===== src/rtl/rrt_pkg.sv =====
`default_nettype none
// ============================================================================
// Module   : rrt_pkg
// Brief    : Shared RRT types, widths, nn_scan state encodings and helpers.
// Revision : 1.0 - initial release
// ============================================================================
package rrt_pkg;

    localparam int c_COORD_WIDTH = 16;
    localparam int c_DIST_WIDTH  = 2*c_COORD_WIDTH + 3;

    typedef logic signed [c_COORD_WIDTH-1:0] coord_t;
    typedef struct packed {
        coord_t y;
        coord_t x;
    } point_t;
    typedef logic [c_DIST_WIDTH-1:0] dist_t;

    localparam int                c_ST_W     = 2;
    localparam logic [c_ST_W-1:0] c_ST_IDLE  = 2'd0;
    localparam logic [c_ST_W-1:0] c_ST_SCAN  = 2'd1;
    localparam logic [c_ST_W-1:0] c_ST_DRAIN = 2'd2;
    localparam logic [c_ST_W-1:0] c_ST_DONE  = 2'd3;

    function automatic point_t to_point(input coord_t x, input coord_t y);
        point_t p;
        p.x = x;
        p.y = y;
        return p;
    endfunction

    function automatic point_t from_word(input logic [2*c_COORD_WIDTH-1:0] w);
        return point_t'(w);
    endfunction

endpackage
`default_nettype wire


===== src/rtl/dist_sq_unit.sv =====
`default_nettype none
// ============================================================================
// Module   : dist_sq_unit
// Brief    : Registered squared Euclidean distance between two {y,x} points.
// Revision : 1.0 - initial release
// ============================================================================
module dist_sq_unit
    import rrt_pkg::*;
#(
    parameter int COORD_WIDTH = c_COORD_WIDTH
) (
    input  logic                     clk,
    input  logic                     rst,
    input  logic [2*COORD_WIDTH-1:0] i_node,
    input  logic [2*COORD_WIDTH-1:0] i_query,
    output logic [2*COORD_WIDTH+2:0] o_dist
);

    localparam int c_CW = COORD_WIDTH;
    localparam int c_SW = 2*COORD_WIDTH + 2;

    logic [c_CW:0]   w_dx;
    logic [c_CW:0]   w_dy;
    logic [c_SW-1:0] w_dx_ext;
    logic [c_SW-1:0] w_dy_ext;
    logic [c_SW-1:0] w_sq_x;
    logic [c_SW-1:0] w_sq_y;

    // One extra bit makes the difference exact for any pair of coordinates.
    assign w_dx = {i_node[c_CW-1], i_node[c_CW-1:0]}
                - {i_query[c_CW-1], i_query[c_CW-1:0]};
    assign w_dy = {i_node[2*c_CW-1], i_node[2*c_CW-1:c_CW]}
                - {i_query[2*c_CW-1], i_query[2*c_CW-1:c_CW]};

    // Sign-extended modular product equals the true square, which always fits.
    assign w_dx_ext = {{(c_SW-c_CW-1){w_dx[c_CW]}}, w_dx};
    assign w_dy_ext = {{(c_SW-c_CW-1){w_dy[c_CW]}}, w_dy};
    assign w_sq_x   = w_dx_ext * w_dx_ext;
    assign w_sq_y   = w_dy_ext * w_dy_ext;

    always_ff @(posedge clk or posedge rst) begin
        if (rst) begin
            o_dist <= '0;
        end else begin
            o_dist <= {1'b0, w_sq_x} + {1'b0, w_sq_y};
        end
    end

endmodule
`default_nettype wire


===== src/rtl/nn_scan.sv =====
`default_nettype none
// ============================================================================
// Module   : nn_scan
// Brief    : Nearest-neighbour scan over the RRT node BRAM for one query point.
//            Optional NN_SCAN_MAXDIST_EN adds a max_dist_sq eligibility limit.
// Revision : 1.0 - initial release
// ============================================================================
module nn_scan
    import rrt_pkg::*;
#(
    parameter int ADDR_WIDTH  = 10,
    parameter int COORD_WIDTH = c_COORD_WIDTH
) (
    input  logic                     clk,
    input  logic                     rst,
    input  logic                     start_valid,
    output logic                     start_ready,
    input  logic [COORD_WIDTH-1:0]   query_x,
    input  logic [COORD_WIDTH-1:0]   query_y,
    input  logic [ADDR_WIDTH:0]      node_count,
`ifdef NN_SCAN_MAXDIST_EN
    input  logic [2*COORD_WIDTH+2:0] max_dist_sq,
`endif
    output logic [ADDR_WIDTH-1:0]    mem_address,
    output logic                     mem_write_enable,
    input  logic [2*COORD_WIDTH-1:0] mem_read_data,
    output logic                     result_valid,
    input  logic                     result_ready,
    output logic                     result_found,
    output logic [ADDR_WIDTH-1:0]    result_index,
    output logic [COORD_WIDTH-1:0]   result_x,
    output logic [COORD_WIDTH-1:0]   result_y
);

    localparam int c_DW = 2*COORD_WIDTH + 3;

    logic [c_ST_W-1:0]        r_state;
    logic [c_ST_W-1:0]        w_state_next;
    logic                     w_accept;
    logic                     w_last;
    logic                     w_eligible;
    logic                     w_better;
    logic [ADDR_WIDTH-1:0]    r_addr;
    logic [ADDR_WIDTH-1:0]    r_last;
    logic [2*COORD_WIDTH-1:0] r_query;
    logic                     r_rd_valid;
    logic [ADDR_WIDTH-1:0]    r_idx1;
    logic                     r_dist_valid;
    logic [ADDR_WIDTH-1:0]    r_idx2;
    logic [2*COORD_WIDTH-1:0] r_node2;
    logic [c_DW-1:0]          w_dist;
    logic [c_DW-1:0]          r_best_dist;
    logic                     r_found;
    logic [ADDR_WIDTH-1:0]    r_best_idx;
    logic [2*COORD_WIDTH-1:0] r_best_node;

    assign w_accept = start_valid && (r_state == c_ST_IDLE);
    assign w_last   = (r_addr == r_last);

    always_ff @(posedge clk or posedge rst) begin
        if (rst) begin
            r_state <= c_ST_IDLE;
        end else begin
            r_state <= w_state_next;
        end
    end

    // DRAIN ends once the last read word has left the BRAM stage.
    always_comb begin
        w_state_next = r_state;
        case (r_state)
            c_ST_IDLE:  if (w_accept) w_state_next = (node_count == '0) ? c_ST_DONE : c_ST_SCAN;
            c_ST_SCAN:  if (w_last) w_state_next = c_ST_DRAIN;
            c_ST_DRAIN: if (!r_rd_valid) w_state_next = c_ST_DONE;
            c_ST_DONE:  if (result_ready) w_state_next = c_ST_IDLE;
            default:    w_state_next = c_ST_IDLE;
        endcase
    end

    dist_sq_unit #(
        .COORD_WIDTH (COORD_WIDTH)
    ) u_dist (
        .clk     (clk),
        .rst     (rst),
        .i_node  (mem_read_data),
        .i_query (r_query),
        .o_dist  (w_dist)
    );

`ifdef NN_SCAN_MAXDIST_EN
    logic [c_DW-1:0] r_max_dist;

    always_ff @(posedge clk or posedge rst) begin
        if (rst) begin
            r_max_dist <= '0;
        end else if (w_accept) begin
            r_max_dist <= max_dist_sq;
        end
    end

    assign w_eligible = (w_dist < r_max_dist);
`else
    assign w_eligible = 1'b1;
`endif

    assign w_better = w_eligible && (!r_found || (w_dist < r_best_dist));

    always_ff @(posedge clk or posedge rst) begin
        if (rst) begin
            r_addr       <= '0;
            r_last       <= '0;
            r_query      <= '0;
            r_rd_valid   <= 1'b0;
            r_idx1       <= '0;
            r_dist_valid <= 1'b0;
            r_idx2       <= '0;
            r_node2      <= '0;
            r_best_dist  <= '0;
            r_found      <= 1'b0;
            r_best_idx   <= '0;
            r_best_node  <= '0;
        end else begin
            r_rd_valid   <= (r_state == c_ST_SCAN);
            r_idx1       <= r_addr;
            r_dist_valid <= r_rd_valid;
            r_idx2       <= r_idx1;
            r_node2      <= mem_read_data;
            if (w_accept) begin
                r_addr <= '0;
                // Counts above 2**ADDR_WIDTH clamp to a full-table scan.
                if (node_count[ADDR_WIDTH]) begin
                    r_last <= '1;
                end else begin
                    r_last <= node_count[ADDR_WIDTH-1:0] - ADDR_WIDTH'(1);
                end
                r_query     <= {query_y, query_x};
                r_found     <= 1'b0;
                r_best_idx  <= '0;
                r_best_node <= '0;
                r_best_dist <= '0;
            end else begin
                if ((r_state == c_ST_SCAN) && !w_last) begin
                    r_addr <= r_addr + ADDR_WIDTH'(1);
                end
                if (r_dist_valid && w_better) begin
                    r_found     <= 1'b1;
                    r_best_dist <= w_dist;
                    r_best_idx  <= r_idx2;
                    r_best_node <= r_node2;
                end
            end
        end
    end

    assign start_ready      = (r_state == c_ST_IDLE);
    assign result_valid     = (r_state == c_ST_DONE);
    assign result_found     = r_found;
    assign result_index     = r_best_idx;
    assign result_x         = r_best_node[COORD_WIDTH-1:0];
    assign result_y         = r_best_node[2*COORD_WIDTH-1:COORD_WIDTH];
    assign mem_address      = r_addr;
    assign mem_write_enable = 1'b0;

endmodule
`default_nettype wire


===== config.mk =====
export PLATFORM = sky130hd
export DESIGN_NAME = nn_scan
export DESIGN_NICKNAME = d
export VERILOG_FILES = /design/src/rtl/rrt_pkg.sv /design/src/rtl/dist_sq_unit.sv /design/src/rtl/nn_scan.sv
export SDC_FILE = /design/constraint.sdc
export NUM_CORES = 2
export LEC_CHECK = 0
export ABC_CLOCK_PERIOD_IN_PS = 16700
export CAP_MARGIN = 15
export CORE_AREA = 2 2 326 328
export CTS_BUF_LIST = sky130_fd_sc_hd__clkbuf_16
export DETAILED_ROUTE_END_ITERATION = 12
export DIE_AREA = 0 0 328 330
export PLACE_DENSITY = 0.52
export SYNTH_ARGS = -nofsm -noshare
export SYNTH_HDL_FRONTEND = slang
export SYNTH_SLANG_ARGS = --single-unit

===== constraint.sdc =====
create_clock -name clk -period 16.7 [get_ports clk]
set_input_delay 3.34 -clock clk [delete_from_list [all_inputs] [get_ports clk]]
set_output_delay 3.34 -clock clk [all_outputs]
set_load 0.02 [all_outputs]

==> results.cfg <==
[floorplanning]
die_w_um = 328
start_util = 0.299
coreArea_sq_um = 105000
dieHeight_um = 330
fp.dieArea_sq_um = 108000
rows = 119
io_pins = 135

[clock_network]
cts_hold_buf = 0
cts.clk_slew.worst_paths_ps = 60
cts_tree = done
root_buffer = clkbuf_16
clk_latency_ps = 570
ctsResizeCount = 0
postCtsSetupRepairBufs = 0
htreeDepth = 1
cts_sinks = 221
clockBufferDepth = 3
cts_buffers = 26

[global_routing]
gr-total-overflow = 0
grt_max_degree = 92
grt_pass1_wl_mm = 122
grtUsageTotal = 0.140
grt_antenna_before_repair = 0
grt_pass1_vias = 23600

[setup_path]
endpoint_kind = register
critPathBufInv = 7
critPathRequiredTime_ps = 17140
cpMostUsedCell = fa_1
start_kind = input port
cp_slowest_stage_delay_ps = 700
r2r_end = u_dist.o_dist[28]$_DFF_PP0_
worstSetupPathType = in2reg
critPathTopFamily = adder cells
rr_startpoint = r_query[17]$_DFFE_PP0P_
arrival_ps = 14190
cp_slowest_cell = inv_1
path_max_fanout = 24
rrSetupSlack_ps = 5900
rr_worst_depth = 35

[flow_run]
maxCapViolCount = 0

[sta]
max_freq_mhz = 72.8
setup_viol = 0
finalSetupTns_ps = 0
finalCritPeriodShare = 0.823
rsz0062_at_grt = false
slew-limit-headroom = 0.212
fin_skew_ps = 23.3
hold_violations = 0
slew_viol_final = 0
tightest_slew_ps = 1170
hold_ws_ps = 347
finalCriticalPeriod_ps = 13740
finalWorstSetupSlack_ps = 2960

[logic_synthesis]
synth_area_leader_cell = fa_1
synth-main-ff-cell = dfrtp_1
yosys-top-cells-area = fa_1 35%, dfrtp_1 18%, ha_1 11%
syn-instance-count = 3316
synth_edf_count = 0
ys_seq_area_frac = 0.177
synth_area_sq_um = 31200
syn-num-nets = 4213
synthArstFlopShare = 1.00
ys_seq_elements = 221
yosys.area.top_type_share = 0.348
synth_cell_types = 78
ys_warn_count = 0
avgSynthCellArea_sq_um = 9.42

[placement]
gp_congestion = 0.852
port_buffers = 133
post-place-ws_ps = 2390
place.detailed.hpwl_mm = 60.1

[outcome]
outcome = completed

[drt]
vias_per_cell = 4.56
ant_nets = 0
drcViolationCount = 0
avgRoutedWirePerCell_um = 15.1
wl_met3_mm = 2.96
drt_wl_total_mm = 72.6
drt-pass1-iter-count = 7
wl_met1_mm = 31.4
vias = 22000
route.met2.wl_mm = 36.8
highest_layer = met4
drtIter0Drc = 989

[worst_hold_path]
min_from = r_idx1[5]$_DFF_PP0_
hold_path_class = reg2reg
worstHoldEndpoint = r_idx2[5]$_DFF_PP0_
hold_depth = 0

[layout]
syn_to_final_growth_pct = 11.9
final_layout_size_suffix_gt1_frac = 0.0256
fin_nets = 4312
cell families after synthesis:
family	share of synthesized area
adder cells (fa/ha/maj)	0.458
AO/OA/AOI/OAI	0.0816
flip-flops	0.177
AND/OR/NAND/NOR	0.108
XOR/XNOR	0.0431
multiplexers	0.0270
other	0.000120
buffers and inverters	0.106
worst reg2reg max path: cells and delay by family (launching register included):
kind | cells | cell delay [ps]
AO/OA/AOI/OAI | 16 | 4360
adder cells (fa/ha/maj) | 9 | 3930
XOR/XNOR | 1 | 900
buffers and inverters | 5 | 590
AND/OR/NAND/NOR | 4 | 560
flip-flops | 1 | 370
Yosys cell counts, types with 5 or more instances:
cell / instances
o211ai_1: 9
o21a_1: 20
ha_1: 275
nand2b_1: 12
buf_2: 12
mux2i_1: 82
dfrtp_1: 221
nor2_1: 330
a21oi_1: 110
and2_1: 11
clkbuf_1: 65
o21bai_1: 12
inv_1: 772
o21ai_0: 87
a211oi_1: 7
xor2_1: 46
nor3b_1: 5
xnor2_1: 104
and4_1: 5
nand4_1: 15
nand3_1: 27
nor2b_1: 21
a21o_1: 55
and3_1: 22
o31ai_1: 13
a31oi_1: 22
or3_1: 14
fa_1: 543
nor3_1: 26
nand2_1: 263
nand3b_1: 6
a2111oi_0: 7
sequential cells by signal, summed over array words and instances, names as in the netlist:
signal         count
r_idx1            10
r_last            10
result_found       1
r_idx2            10
r_rd_valid         1
r_best_node       32
r_node2           32
r_state            2
r_best_dist       35
r_query           32
result_index      10
r_dist_valid       1
mem_address       10
u_dist.o_dist     35
area by class of cell:
class,instances,area [sq um]
fillers,10900,69700
flip-flops and latches,221,5530
inverters,781,2940
multi-input cells,2227,22400
well taps,1391,1740
clock buffers,27,676
repair buffers,158,1520
clock inverters,18,143
diodes,1,2.50
metal layers:
layer	vias to the layer above	global-route usage
met5	-	0
met4	0	0.0311
met3	77	0.0144
met2	365	0.250
met1	11100	0.183
li1	10400	-
cells in the final DEF (no fill, tap or decap), drive strengths merged, types with 11 or more instances in the layout:
master | netlist | final
nor2 | 330 | 330
xor2 | 47 | 47
ha | 275 | 275
inv | 776 | 786
o21bai | 12 | 12
nand3 | 27 | 27
dfrtp | 221 | 221
nor2b | 21 | 21
nand2b | 12 | 12
and2 | 11 | 11
o21ai | 91 | 91
nand2 | 263 | 263
o31ai | 14 | 14
xnor2 | 105 | 105
a31oi | 22 | 22
mux2i | 82 | 82
clkinv | 5 | 11
fa | 543 | 543
and3 | 22 | 22
clkdlybuf4s50 | 0 | 133
clkbuf | 66 | 27
o21a | 20 | 20
a21oi | 110 | 110
a21o | 55 | 55
nand4 | 15 | 15
or3 | 14 | 14
buf | 21 | 25
nor3 | 26 | 26
worst max path at each step:
stage	startpoint	end	slack (ps)	depth (start not counted)
CTS	mem_read_data[0]	u_dist.o_dist[28]$_DFF_PP0_	2970	39
finish	mem_read_data[0]	u_dist.o_dist[28]$_DFF_PP0_	2960	39
detailed placement	mem_read_data[0]	u_dist.o_dist[28]$_DFF_PP0_	2390	39
floorplan	mem_read_data[17]	u_dist.o_dist[28]$_DFF_PP0_	4560	36
global placement	mem_read_data[17]	u_dist.o_dist[28]$_DFF_PP0_	2540	35
global route	mem_read_data[0]	u_dist.o_dist[33]$_DFF_PP0_	2050	38
metrics by stage:
step / instances / instance area (sq um) / utilization
after floorplan: 3316 / 31300 / -
after global placement: 4778 / 34200 / 0.326
after detailed placement: 4778 / 34200 / 0.326
after CTS: 4823 / 35000 / 0.334
after global routing: 4823 / 35000 / 0.334
final: 4824 / 35000 / 0.334
Power is left out: the tool's default activity adds up to more than one toggle a clock period on the data nets, which glitch-free logic cannot reach.
